==> src/rtl/if_stage.sv <==
// RV32I instruction fetch stage: owns the PC, issues credit-limited imem requests,
// buffers up to two fetched instructions and handles redirects. Macro IF_PERF_CNT_EN adds perf counters.
module if_stage #(
    parameter logic [31:0] RESET_PC  = 32'h0000_0000,
    parameter logic [31:0] NOP_INSTR = 32'h0000_0013
) (
    input  logic        clk,
    input  logic        rst,
    output logic        imem_req_valid,
    input  logic        imem_req_ready,
    output logic [31:0] imem_req_addr,
    input  logic        imem_rsp_valid,
    input  logic [31:0] imem_rsp_data,
    input  logic        id_stall,
    input  logic        redirect_valid,
    input  logic [31:0] redirect_target,
    output logic        if_valid,
    output logic [31:0] if_instr,
    output logic [31:0] if_pc
`ifdef IF_PERF_CNT_EN
    ,
    output logic [31:0] perf_fetch_cnt,
    output logic [31:0] perf_flush_cnt
`endif
);

    logic [31:0] pc;
    logic [31:0] fifo_instr [2];
    logic [31:0] fifo_pc    [2];
    logic        fifo_head;
    logic        fifo_tail;
    logic [1:0]  fifo_count;
    logic [31:0] pend_pc [2];
    logic        pend_head;
    logic        pend_tail;
    logic [1:0]  outstanding;
    logic [1:0]  drop;
    logic [31:0] held_pc;

    logic        pop;
    logic        accept;
    logic        rsp_take;
    logic        rsp_keep;
    logic [2:0]  credit_used;

    always_comb begin
        if_valid    = (fifo_count != 2'd0);
        if_instr    = if_valid ? fifo_instr[fifo_head] : NOP_INSTR;
        if_pc       = if_valid ? fifo_pc[fifo_head] : held_pc;
        pop         = if_valid && !id_stall;
        // A head leaving this cycle frees its slot, which keeps 1-cycle memory at full rate.
        credit_used = {1'b0, outstanding} + {1'b0, fifo_count} - {2'b00, pop};
        imem_req_valid = !rst && (drop == 2'd0) && !redirect_valid && (credit_used < 3'd2);
        imem_req_addr  = pc;
        accept   = imem_req_valid && imem_req_ready;
        // Responses with nothing outstanding are leftovers from before a reset.
        rsp_take = imem_rsp_valid && (outstanding != 2'd0);
        rsp_keep = rsp_take && (drop == 2'd0) && !redirect_valid;
    end

    // NOTE: payload storage has no reset; validity lives entirely in the pointers and counts.
    always_ff @(posedge clk) begin
        if (accept) begin
            pend_pc[pend_tail] <= pc;
        end
        if (rsp_keep) begin
            fifo_instr[fifo_tail] <= imem_rsp_data;
            fifo_pc[fifo_tail]    <= pend_pc[pend_head];
        end
    end

    always_ff @(posedge clk) begin
        if (rst) begin
            pc          <= RESET_PC;
            fifo_head   <= 1'b0;
            fifo_tail   <= 1'b0;
            fifo_count  <= 2'd0;
            pend_head   <= 1'b0;
            pend_tail   <= 1'b0;
            outstanding <= 2'd0;
            drop        <= 2'd0;
            held_pc     <= 32'h0000_0000;
        end else begin
            held_pc <= if_pc;
            if (redirect_valid) begin
                // Every request still in flight, minus one answered now, must be discarded.
                pc          <= redirect_target & 32'hFFFF_FFFC;
                fifo_head   <= 1'b0;
                fifo_tail   <= 1'b0;
                fifo_count  <= 2'd0;
                pend_head   <= 1'b0;
                pend_tail   <= 1'b0;
                outstanding <= outstanding - {1'b0, rsp_take};
                drop        <= outstanding - {1'b0, rsp_take};
            end else begin
                if (accept) begin
                    pc        <= pc + 32'd4;
                    pend_tail <= ~pend_tail;
                end
                if (rsp_keep) begin
                    pend_head <= ~pend_head;
                    fifo_tail <= ~fifo_tail;
                end
                if (pop) begin
                    fifo_head <= ~fifo_head;
                end
                fifo_count  <= fifo_count + {1'b0, rsp_keep} - {1'b0, pop};
                outstanding <= outstanding + {1'b0, accept} - {1'b0, rsp_take};
                if (rsp_take && (drop != 2'd0)) begin
                    drop <= drop - 2'd1;
                end
            end
        end
    end

`ifdef IF_PERF_CNT_EN
    always_ff @(posedge clk) begin
        if (rst) begin
            perf_fetch_cnt <= 32'h0000_0000;
            perf_flush_cnt <= 32'h0000_0000;
        end else begin
            if (pop) begin
                perf_fetch_cnt <= perf_fetch_cnt + 32'd1;
            end
            if (redirect_valid) begin
                perf_flush_cnt <= perf_flush_cnt + 32'd1;
            end
        end
    end
`endif

endmodule
==> config.mk <==
export PLATFORM = sky130hd
export DESIGN_NAME = if_stage
export DESIGN_NICKNAME = d
export VERILOG_FILES = /design/src/rtl/if_stage.sv
export SDC_FILE = /design/constraint.sdc
export NUM_CORES = 1
export LEC_CHECK = 0
export ABC_AREA = 1
export CORE_UTILIZATION = 40
export DETAILED_ROUTE_END_ITERATION = 16
export HOLD_SLACK_MARGIN = 0.1
export PLACE_DENSITY_LB_ADDON = 0.08
export SLEW_MARGIN = 20
export SYNTH_ARGS = -nofsm -noshare
export SYNTH_HDL_FRONTEND = slang
export SYNTH_SLANG_ARGS = --single-unit
==> constraint.sdc <==
create_clock -name clk -period 4.1 [get_ports clk]
set_input_delay 0.615 -clock clk [delete_from_list [all_inputs] [get_ports clk]]
set_output_delay 0.615 -clock clk [all_outputs]
set_load 0.01 [all_outputs]
==> impl_metrics.prom <==
# TYPE chip_impl_metric gauge
chip_impl_info{name="outcome",value="finished clean"} 1
chip_impl_info{name="worstSetupPathType",value="flop to output pin"} 1
chip_impl_metric{name="ys_seq_elements",unit=""} 258
chip_impl_metric{name="synth_compound_gate_area_share",unit=""} 0.07610
chip_impl_metric{name="place.gp.congestion",unit=""} 0.8937
chip_impl_metric{name="io_buffers",unit=""} 163
chip_impl_info{name="layout.cells.most_common",value="sky130_fd_sc_hd__nand2_1"} 1
chip_impl_metric{name="ctsResizeCount",unit=""} 0
chip_impl_info{name="layout.cells.most_common_list",value="sky130_fd_sc_hd__nand2_1, sky130_fd_sc_hd__edfxtp_1, sky130_fd_sc_hd__clkdlybuf4s50_1"} 1
chip_impl_metric{name="clock-skew-final",unit="ns"} 0.01755
chip_impl_metric{name="drc",unit=""} 0
chip_impl_info{name="cp_cell_sequence",value="nor2_4 -> buf_4 -> clkinv_1 -> buf_4 -> nor2_1 -> a21oi_1 -> clkdlybuf4s50_1"} 1
chip_impl_metric{name="grt_use_total",unit=""} 0.1807
chip_impl_info{name="cpLargestDelayFamily",value="buffers and inverters"} 1
chip_impl_metric{name="cts_buffers",unit=""} 28
chip_impl_metric{name="finalSetupViolCount",unit=""} 0
chip_impl_metric{name="synth_async_sr_flop_share",unit=""} 0
chip_impl_metric{name="core_area",unit="sq mm"} 0.02606
chip_impl_metric{name="worst_hold_path.num_cells",unit=""} 2
chip_impl_info{name="grt_setup_unrepaired",value="false"} 1
chip_impl_metric{name="post-cts-setup-buffer-count",unit=""} 0
chip_impl_metric{name="synth_xor_area_frac",unit=""} 0.009895
chip_impl_metric{name="instances_no_fill",unit=""} 1508
chip_impl_metric{name="crit_arrival",unit="ns"} 3.05
chip_impl_metric{name="regToRegSetupSlack",unit="ns"} 1.23
chip_impl_metric{name="antenna_cells_inserted",unit=""} 0
chip_impl_metric{name="finalHoldViolations",unit=""} 0
chip_impl_metric{name="post_drt_wl_per_cell",unit="um"} 16.14
chip_impl_metric{name="holdBufCountCts",unit=""} 0
chip_impl_metric{name="cp_data_required_time",unit="ns"} 3.48
chip_impl_metric{name="fin_worst_hold_slack",unit="ns"} 0.4431
chip_impl_metric{name="cts-htree-levels",unit=""} 1
chip_impl_metric{name="fp.dieArea",unit="sq mm"} 0.02721
chip_impl_metric{name="headroom_to_the_max_slew_limit",unit=""} 0.3687
chip_impl_metric{name="worst_path_largest_cell_delay",unit="ns"} 0.60
chip_impl_info{name="synth_area_leaders",value="sky130_fd_sc_hd__edfxtp_1, sky130_fd_sc_hd__dfxtp_1, sky130_fd_sc_hd__nand2_1"} 1
chip_impl_metric{name="post_synth_fa_ha_maj_area_fraction",unit=""} 0.01013
chip_impl_metric{name="worstPathBufferInverterCount",unit=""} 4
chip_impl_info{name="min_to",value="held_pc[0]"} 1
chip_impl_metric{name="grt_max_degree",unit=""} 63
chip_impl_info{name="path_common_cell",value="sky130_fd_sc_hd__buf_4"} 1
chip_impl_metric{name="synth_seq_area_share",unit=""} 0.6597
chip_impl_metric{name="cts_buffer_depth",unit=""} 3
chip_impl_metric{name="std_cell_rows",unit=""} 59
chip_impl_metric{name="final_net_count",unit=""} 1229
chip_impl_metric{name="timing.setup.tns",unit="ns"} 0
chip_impl_metric{name="ff_latch_area",unit="sq mm"} 0.007008
chip_impl_metric{name="achievable-frequency",unit="MHz"} 272.7
chip_impl_metric{name="yosysWarnings",unit=""} 0
chip_impl_metric{name="clock_sink_count",unit=""} 258
chip_impl_metric{name="leakagePower",unit="uW"} 0.005001
chip_impl_metric{name="route.final.wire_length",unit="um"} 24340
chip_impl_metric{name="tightest_slew",unit="ns"} 0.9469
chip_impl_metric{name="dieWidth",unit="um"} 165.0
chip_impl_metric{name="synth-edff-count",unit=""} 184
chip_impl_info{name="worst_setup_path_end_kind",value="output pin"} 1
chip_impl_metric{name="place.detailed.hpwl",unit="um"} 15080
chip_impl_metric{name="layout-drive-gt1-share",unit=""} 0.09633
chip_impl_info{name="synthDominantAreaCellType",value="sky130_fd_sc_hd__edfxtp_1"} 1
chip_impl_metric{name="place.detailed.instances",unit=""} 1456
chip_impl_info{name="startpoint_type",value="flop"} 1
chip_impl_metric{name="multiplexer_area_fraction_after_synthesis",unit=""} 0.03181
chip_impl_metric{name="starting_drc_count_in_detailed_routing",unit=""} 464
chip_impl_metric{name="power_density",unit="mW/mm^2"} 466.8
chip_impl_metric{name="path_clk_slew",unit="ns"} 0.06
chip_impl_metric{name="vias",unit=""} 7362
chip_impl_info{name="timing.hold.worst.class",value="flop to flop"} 1
chip_impl_metric{name="worst-r2r-cell-count",unit=""} 16
chip_impl_info{name="critical_path.slowest_cell",value="sky130_fd_sc_hd__buf_4"} 1
chip_impl_metric{name="top_area_cell_type_share_of_the_netlist_area",unit=""} 0.5202
chip_impl_metric{name="final_max_slew_viol_count",unit=""} 0
chip_impl_metric{name="wire_length_of_the_first_global_routing_pass",unit="um"} 37640
chip_impl_metric{name="netlist_area",unit="sq mm"} 0.01062
chip_impl_metric{name="areaGrowthSynthToFinish",unit="%"} 27.55
chip_impl_metric{name="area_fraction_in_and_or_nand_and_nor_cells_after_synthesis",unit=""} 0.1637
chip_impl_metric{name="worst_ir_drop_vdd",unit="mV"} 0.2873
chip_impl_metric{name="insertion_delay",unit="ns"} 0.53
chip_impl_metric{name="grt_antenna_before_repair",unit=""} 0
chip_impl_metric{name="post_route_minimum_period",unit="ns"} 3.667
chip_impl_info{name="main_combinational_cell_family_by_area_after_synthesis",value="simple AND/OR/NAND/NOR gates"} 1
chip_impl_metric{name="worstPathMaxFanout",unit=""} 60
chip_impl_metric{name="cap_viol_max_count",unit=""} 0
chip_impl_metric{name="route.detailed.vias_per_inst",unit=""} 4.882
chip_impl_metric{name="grt.overflow.total",unit=""} 0
chip_impl_metric{name="die_span_y",unit="um"} 165.0
chip_impl_metric{name="synth.lib_cells_used.distinct",unit=""} 43
chip_impl_info{name="clock-root-buffer",value="sky130_fd_sc_hd__clkbuf_16"} 1
chip_impl_info{name="crit-reg2reg-launch",value="fifo_count[1]"} 1
chip_impl_metric{name="initial_core_util",unit=""} 0.4076
chip_impl_metric{name="synth_area_per_cell",unit="sq um"} 10.76
chip_impl_metric{name="syn-instance-count",unit=""} 987
chip_impl_info{name="postSynth.topFlopCell",value="sky130_fd_sc_hd__edfxtp_1"} 1
chip_impl_metric{name="firstDrtPassIters",unit=""} 5
chip_impl_metric{name="fillerInstances",unit=""} 2357
chip_impl_info{name="r2r_end",value="outstanding[1]"} 1
chip_impl_metric{name="final_min_period_over_clock_period",unit=""} 0.8944
chip_impl_info{name="worst_hold_startpoint",value="held_pc[0]"} 1
chip_impl_metric{name="power.total",unit="uW"} 6324
chip_impl_metric{name="first_global_vias",unit=""} 7018
chip_impl_metric{name="design.portCount",unit=""} 168
chip_impl_info{name="tritoncts",value="yes"} 1
chip_impl_metric{name="area_of_the_multi_input_gates",unit="sq mm"} 0.003131
chip_impl_metric{name="antenna_violating_nets_post_route",unit=""} 0
## logic make-up after synthesis
kind of cell	after synthesis
flip-flops	258
multiplexers	30
AO/OA/AOI/OAI	157
buffers and inverters	117
XOR/XNOR	12
other	1
AND/OR/NAND/NOR	404
adder cells (fa/ha/maj)	8
## final cells by class
type	instances	share of cell area
Sequential cell	258	0.5173
Multi-Input combinational cell	613	0.2311
Timing Repair Buffer	177	0.1300
Clock buffer	38	0.05597
Tap cell	335	0.03094
Inverter	73	0.02124
Clock inverter	14	0.01348
## how the worst max path moves through the flow
stage / startpoint / to / slack, ns / cells past startpoint
after global placement: id_stall / imem_req_valid / 0.60 / 11
final: fifo_count[0] / if_pc[12] / 0.43 / 7
after CTS: fifo_count[0] / if_pc[22] / 0.34 / 7
after detailed placement: id_stall / imem_req_valid / 0.61 / 11
after floorplan: redirect_valid / fifo_instr[1][0] / 0.003 / 4
after global routing: fifo_count[0] / if_pc[7] / 0.14 / 7
## power by group
group | internal (uW) | switching, uW | leakage [uW]
registers | 2960 | 82.4 | 0.00227
logic | 349 | 409 | 0.00227
clock network | 1550 | 980 | 0.000453
total | 4850 | 1470 | 0.00500
## synth_stat cells, types with 5 or more instances
master and n:
sky130_fd_sc_hd__nor2_1 87, sky130_fd_sc_hd__o21ai_1 10, sky130_fd_sc_hd__edfxtp_1 184, sky130_fd_sc_hd__nand2_1 223
sky130_fd_sc_hd__xor2_1 10, sky130_fd_sc_hd__and2_1 30, sky130_fd_sc_hd__a21oi_1 119, sky130_fd_sc_hd__buf_2 12
sky130_fd_sc_hd__clkbuf_1 22, sky130_fd_sc_hd__nor3_1 5, sky130_fd_sc_hd__nand3_1 37, sky130_fd_sc_hd__inv_1 67
sky130_fd_sc_hd__mux2_2 30, sky130_fd_sc_hd__ha_1 7, sky130_fd_sc_hd__nor2_2 8, sky130_fd_sc_hd__dfxtp_1 74
sky130_fd_sc_hd__o21ai_0 17, sky130_fd_sc_hd__a31oi_1 5
## through the flow
step                      cell area, sq um  utilization  worst slack (ns)
after detailed placement             12610       0.4838            0.6051
final                                13550       0.5199            0.4330
after global placement               12610       0.4838            0.6033
after global routing                 13550       0.5199            0.1428
after CTS                            13550       0.5199            0.3413
after floorplan                      10630            -          0.003209
## layer usage
metal	wire length (um)	GRT usage	vias to the layer above
met2	11100	0.2922	208
li1	-	-	3661
met5	0	0	-
met3	1388	0.02788	39
met4	594	0.05505	0
met1	11250	0.2498	3454
## flip-flops by register name (all words and copies together) (netlist names), named ones only
name,flops
fifo_pc,60
drop,2
fifo_tail,1
outstanding,2
fifo_head,1
imem_req_addr,30
fifo_instr,64
pend_head,1
held_pc,32
pend_pc,60
fifo_count,2
pend_tail,1
## worst min-delay path, cell delays in order (launching register included)
cell and delay [ns]:
sky130_fd_sc_hd__dfxtp_1 0.30, sky130_fd_sc_hd__inv_1 0.06, sky130_fd_sc_hd__nor3_1 0.05
No activity file was read; power rests on OpenSTA's default activity.
